### src/rtl/sprite_blit_engine.sv
// Sprite blitter: walks a W x H sprite from a registered ROM in raster order and writes
// opaque, on-screen pixels to the frame buffer at the latched sprite origin.
module sprite_blit_engine #(
    parameter int          W           = 32,
    parameter int          H           = 32,
    parameter int          SCREEN_W    = 640,
    parameter int          SCREEN_H    = 480,
    parameter logic [7:0]  TRANSPARENT = 8'h00
) (
    input  logic        Clk,
    input  logic        Reset_n,
    input  logic        start,
    input  logic [9:0]  sprite_x,
    input  logic [9:0]  sprite_y,
    output logic        busy,
    output logic        done,
    output logic [15:0] rom_addr,
    input  logic [7:0]  rom_data,
    output logic        fb_we,
    output logic [18:0] fb_addr,
    output logic [7:0]  fb_data,
    input  logic        fb_ready
);

    // state | meaning
    // IDLE  | waiting for start
    // PRIME | address 0 in flight to the ROM
    // DRAW  | pixel px_q/py_q presented, next address already issued
    // FIN   | one-cycle done pulse
    typedef enum logic [1:0] {S_IDLE, S_PRIME, S_DRAW, S_FIN} state_t;

    state_t      state_q;
    logic [9:0]  x_q, y_q;
    logic [9:0]  px_q, py_q;
    logic [15:0] rom_addr_q;
    logic        busy_q, done_q;
    logic [7:0]  cap_q;
    logic        cap_valid_q;

    logic [10:0] x_sum, y_sum;
    logic [7:0]  pix_data;
    logic        on_screen, pix_we, retire, last_pix;
    logic [18:0] pix_addr;

    assign x_sum     = {1'b0, x_q} + {1'b0, px_q};
    assign y_sum     = {1'b0, y_q} + {1'b0, py_q};
    // The ROM moves on to k+1 while a stalled pixel waits, so its data is kept locally.
    assign pix_data  = cap_valid_q ? cap_q : rom_data;
    assign on_screen = (x_sum < 11'(SCREEN_W)) && (y_sum < 11'(SCREEN_H));
    assign pix_we    = (state_q == S_DRAW) && on_screen && (pix_data != TRANSPARENT);
    assign pix_addr  = 19'(y_sum) * 19'(SCREEN_W) + 19'(x_sum);
    assign retire    = (state_q == S_DRAW) && (!pix_we || fb_ready);
    assign last_pix  = (px_q == 10'(W - 1)) && (py_q == 10'(H - 1));

    assign fb_we    = pix_we;
    assign fb_addr  = pix_we ? pix_addr : '0;
    assign fb_data  = pix_we ? pix_data : '0;
    assign rom_addr = rom_addr_q;
    assign busy     = busy_q;
    assign done     = done_q;

    always_ff @(posedge Clk or negedge Reset_n) begin
        if (!Reset_n) begin
            state_q     <= S_IDLE;
            x_q         <= '0;
            y_q         <= '0;
            px_q        <= '0;
            py_q        <= '0;
            rom_addr_q  <= '0;
            busy_q      <= 1'b0;
            done_q      <= 1'b0;
            cap_q       <= '0;
            cap_valid_q <= 1'b0;
        end else begin
            case (state_q)
                S_IDLE: begin
                    done_q <= 1'b0;
                    if (start) begin
                        x_q         <= sprite_x;
                        y_q         <= sprite_y;
                        px_q        <= '0;
                        py_q        <= '0;
                        rom_addr_q  <= '0;
                        cap_valid_q <= 1'b0;
                        busy_q      <= 1'b1;
                        state_q     <= S_PRIME;
                    end
                end
                S_PRIME: begin
                    rom_addr_q <= 16'd1;
                    state_q    <= S_DRAW;
                end
                S_DRAW: begin
                    if (retire) begin
                        cap_valid_q <= 1'b0;
                        rom_addr_q  <= rom_addr_q + 16'd1;
                        if (last_pix) begin
                            busy_q  <= 1'b0;
                            done_q  <= 1'b1;
                            state_q <= S_FIN;
                        end else if (px_q == 10'(W - 1)) begin
                            px_q <= '0;
                            py_q <= py_q + 10'd1;
                        end else begin
                            px_q <= px_q + 10'd1;
                        end
                    end else if (!cap_valid_q) begin
                        cap_q       <= rom_data;
                        cap_valid_q <= 1'b1;
                    end
                end
                S_FIN: begin
                    done_q  <= 1'b0;
                    state_q <= S_IDLE;
                end
                default: state_q <= S_IDLE;
            endcase
        end
    end

endmodule

### config.mk
export PLATFORM = sky130hd
export DESIGN_NAME = sprite_blit_engine
export DESIGN_NICKNAME = d
export VERILOG_FILES = /design/src/rtl/sprite_blit_engine.sv
export SDC_FILE = /design/constraint.sdc
export NUM_CORES = 1
export LEC_CHECK = 0
export BUFFER_PORTS_ARGS = -buffer_cell sky130_fd_sc_hd__buf_2
export CORE_ASPECT_RATIO = 0.75
export CORE_MARGIN = 1
export CORE_UTILIZATION = 39
export DETAILED_ROUTE_END_ITERATION = 6
export GPL_TIMING_DRIVEN = 0
export PLACE_DENSITY = 0.67
export SLEW_MARGIN = 20
export SYNTH_ARGS = -nofsm -noshare
export SYNTH_HDL_FRONTEND = slang
export SYNTH_SLANG_ARGS = --single-unit
export TNS_END_PERCENT = 5
### constraint.sdc
create_clock -name Clk -period 5.1 [get_ports Clk]
set_input_delay 0.51 -clock Clk [delete_from_list [all_inputs] [get_ports Clk]]
set_output_delay 0.51 -clock Clk [all_outputs]
set_load 0.1 [all_outputs]
==> results.py <==
metrics = {
    "run_status": {
        "status": "completed",
    },
    "worst_setup_path": {
        "r2r.worst_path.cells": 13,
        "start_kind": "flip-flop",
        "crit_type": "reg2out",
        "end_kind": "output pin",
        "crit_top_cell": "ha_1",
        "crit_path_top_delay_cell": "dfrtp_2",
        "cp.required_ps": 4590,
        "cp.depth": 15,
        "cp.arrival_ps": 4360,
        "path_max_fanout": 6,
        "path_delay_family": "compound AO/OA/AOI/OAI gates",
        "path_cells": "ha_1 -> fa_2 -> a211oi_2 -> o21ai_1 -> a311o_1 -> ha_1 -> ha_2 -> o21ai_0 -> a21boi_1 -> o31a_1 -> o21a_1 -> or3_1 -> nand3_1 -> nor3b_2 -> buf_6",
        "cp_num_buf_inv": 1,
        "max_stage_delay_ps": 440,
    },
    "global_route": {
        "first_global_vias": 4744,
        "grt_max_degree": 43,
        "grt_usage": 0.207,
        "grt_antenna_before_repair": 0,
        "grt-ovfl-total": 0,
        "grt_pass1_wl_um": 23400,
    },
    "synth": {
        "synth_cells": 581,
        "synth-simple-area-share": 0.200,
        "synthTopCellsByCount": "dfrtp_1, nor2_1, ha_1, a21oi_1, o21ai_0",
        "synth-seq-cells": 69,
        "synth_edf_count": 0,
        "synth_top_family_by_area": "simple AND/OR/NAND/NOR gates",
        "yosysMostFrequentCell": "dfrtp_1",
        "synth_nets": 663,
        "syn_avg_cell_area_um2": 9.24,
        "synth_compound_area_frac": 0.196,
        "synth_top_area_frac": 0.322,
        "synth_xor_area_frac": 0.0441,
        "synth-main-ff-cell": "dfrtp_1",
        "muxShareOfSynthArea": 0.0800,
        "yosys.area.top_type": "dfrtp_1",
        "ys_warn_count": 0,
        "async_reset_ff_frac": 1.00,
        "synth_area_mm2": 0.00537,
        "synth.distinct_cells": 68,
        "synth_area_leaders": "dfrtp_1, ha_1, mux2_2",
        "yosysSeqAreaShare": 0.322,
        "synth_adder_area_share": 0.122,
    },
    "floorplan": {
        "initial_core_util": 0.407,
        "rows": 36,
        "core-area_mm2": 0.0132,
        "pin_count": 78,
        "die_area_mm2": 0.0142,
        "die_w_um": 137,
        "die_h_um": 104,
    },
    "clock_network": {
        "cts_root_buffer": "clkbuf_16",
        "clkTransAtPathRegs_ps": 70,
        "cts_tree": "built",
        "clkLatencyLatePin_ps": 340,
        "htree_levels": 3,
        "clock_path_buffers": 2,
        "cts_buffers": 9,
        "clock_sinks": 69,
    },
    "finish": {
        "seqCellArea_mm2": 0.00173,
        "n_fill_cell": 1264,
        "antennaDiodeCount": 0,
        "nNetsFinal": 753,
        "multi_input_area_mm2": 0.00349,
        "syn_to_final_growth_pct": 19.8,
        "drive_gt1_frac": 0.231,
    },
    "route": {
        "wl_um": 14000,
        "drc_errors": 0,
        "dr.pass1.iters": 5,
        "avgViaCountPerCell": 5.76,
        "ant_nets": 0,
        "drt_iter0_markers": 363,
        "vias": 4878,
        "wl_per_cell_um": 16.5,
    },
    "sta": {
        "period_share": 0.954,
        "finalSetupViolCount": 0,
        "rsz0062_at_grt": "true",
        "tns_ps": 0,
        "fin_skew_ps": 10.5,
        "fin_crit_ps": 4870,
        "finalMaxSlewViolations": 0,
        "fmax_ghz": 0.206,
        "relSlewSlack": 0.500,
        "finalHoldViolations": 0,
        "worst_pin_slew_ps": 750,
    },
    "job": {
        "maxCapViolations": 0,
    },
    "placed_design": {
        "gp_congestion": 0.836,
        "numPortBuffers": 77,
        "place_hpwl_um": 10600,
    },
    "min_path": {
        "min_path_type": "in2async",
    },
}
[flip-flops by register name, indices dropped and copies added (netlist names)]
name,cells
rom_addr,16
px_q,10
py_q,10
x_q,10
y_q,10
cap_q,8
state_q,2
busy,1
cap_valid_q,1
done,1
[metal layers]
layer / GRT usage / vias to the layer above / share of wire
met2: 0.318 / 122 / 0.46
met4: 0.0557 / 0 / 0.014
met1: 0.289 / 2390 / 0.47
met5: 0 / - / 0
met3: 0.0470 / 21 / 0.051
li1: - / 2345 / -
[final cells by class]
class,count,share of cell area
clock inverters,6,0.0208
multi-input cells,468,0.543
clock buffers,10,0.0372
inverters,21,0.0123
flip-flops and latches,69,0.269
plain buffers,22,0.0173
repair buffers,80,0.0671
well taps,171,0.0333
[metrics by stage]
stage / area, µm² / util / instances / setup slack (ps) / hold slack, ps
floorplan: 5380 / - / 581 / -106 / 214
global placement: 5980 / 0.453 / 829 / 184 / 499
detailed placement: 6000 / 0.454 / 830 / 166 / 453
CTS: 6380 / 0.484 / 846 / 34.7 / 89.0
global route: 6430 / 0.487 / 847 / -21.9 / 104
finish: 6430 / 0.487 / 847 / 234 / 73.6
[worst reg2reg max path, delay by kind of cell, from the launching register on]
kind                     cells  cell delay, ps
flip-flops                   1             440
AND/OR/NAND/NOR              1             160
AO/OA/AOI/OAI                7            1920
buffers and inverters        3             630
adder cells (fa/ha/maj)      2             620
[logic make-up (layout without fill, tap and decap cells)]
logic type / after synthesis / after routing
and+or+nand+nor: 193 / 193
DFF: 69 / 69
adders and majority gates: 50 / 50
AOI/OAI and AO/OA: 159 / 159
muxes: 39 / 39
xor gates and xnor gates: 27 / 27
buffers and inverters: 44 / 139
[worst paths after layout]
check / slack [ps] / to / start
setup reg to reg: 1210 / rom_addr[6] / py_q[0]
min in group Clk: 400 / x_q[4] / sprite_x[4]
max in group asynchronous: 4440 / py_q[0] / Reset_n
hold / removal: 70 / rom_addr[9] / Reset_n
setup / recovery: 230 / fb_addr[18] / py_q[0]
hold reg to reg: 510 / y_q[0] / y_q[0]
[repair_timing]
action / in CTS / in global routing
cloned: 0 / 0
endpoints found under the setup margin: 2 / 3
endpoints found under the hold margin: 0 / 0
resized for setup: 4 / 8
hold buffers: 0 / 0
pin swaps: 0 / 2
buffers inserted: 0 / 2
[layout by cell type, fill, tap and decap left out, types with 3 or more instances in the layout]
cell	count
buf_2	75
dfrtp_1	68
nor2_1	47
ha_1	45
a21oi_1	42
o21ai_0	36
mux2_2	30
nand2_1	24
nand3_1	23
o31ai_1	22
inv_1	21
xnor2_1	19
clkbuf_1	15
or4_1	13
or3_1	10
a21o_1	10
and3_1	10
o21a_1	9
nor2b_1	9
clkbuf_16	9
mux2i_1	8
or2_2	8
xor2_1	7
and2_1	7
nand2b_1	5
nor4_1	5
o211ai_1	5
nor3_1	4
buf_6	4
buf_4	4
nand3b_1	4
bufinv_16	4
o31a_1	3
nand4b_1	3
nand4_1	3
a31oi_1	3
o41ai_1	3
fa_1	3
Power is not shown: default switching activity piles up to over one toggle a cycle in this logic, so the estimate is an artifact.
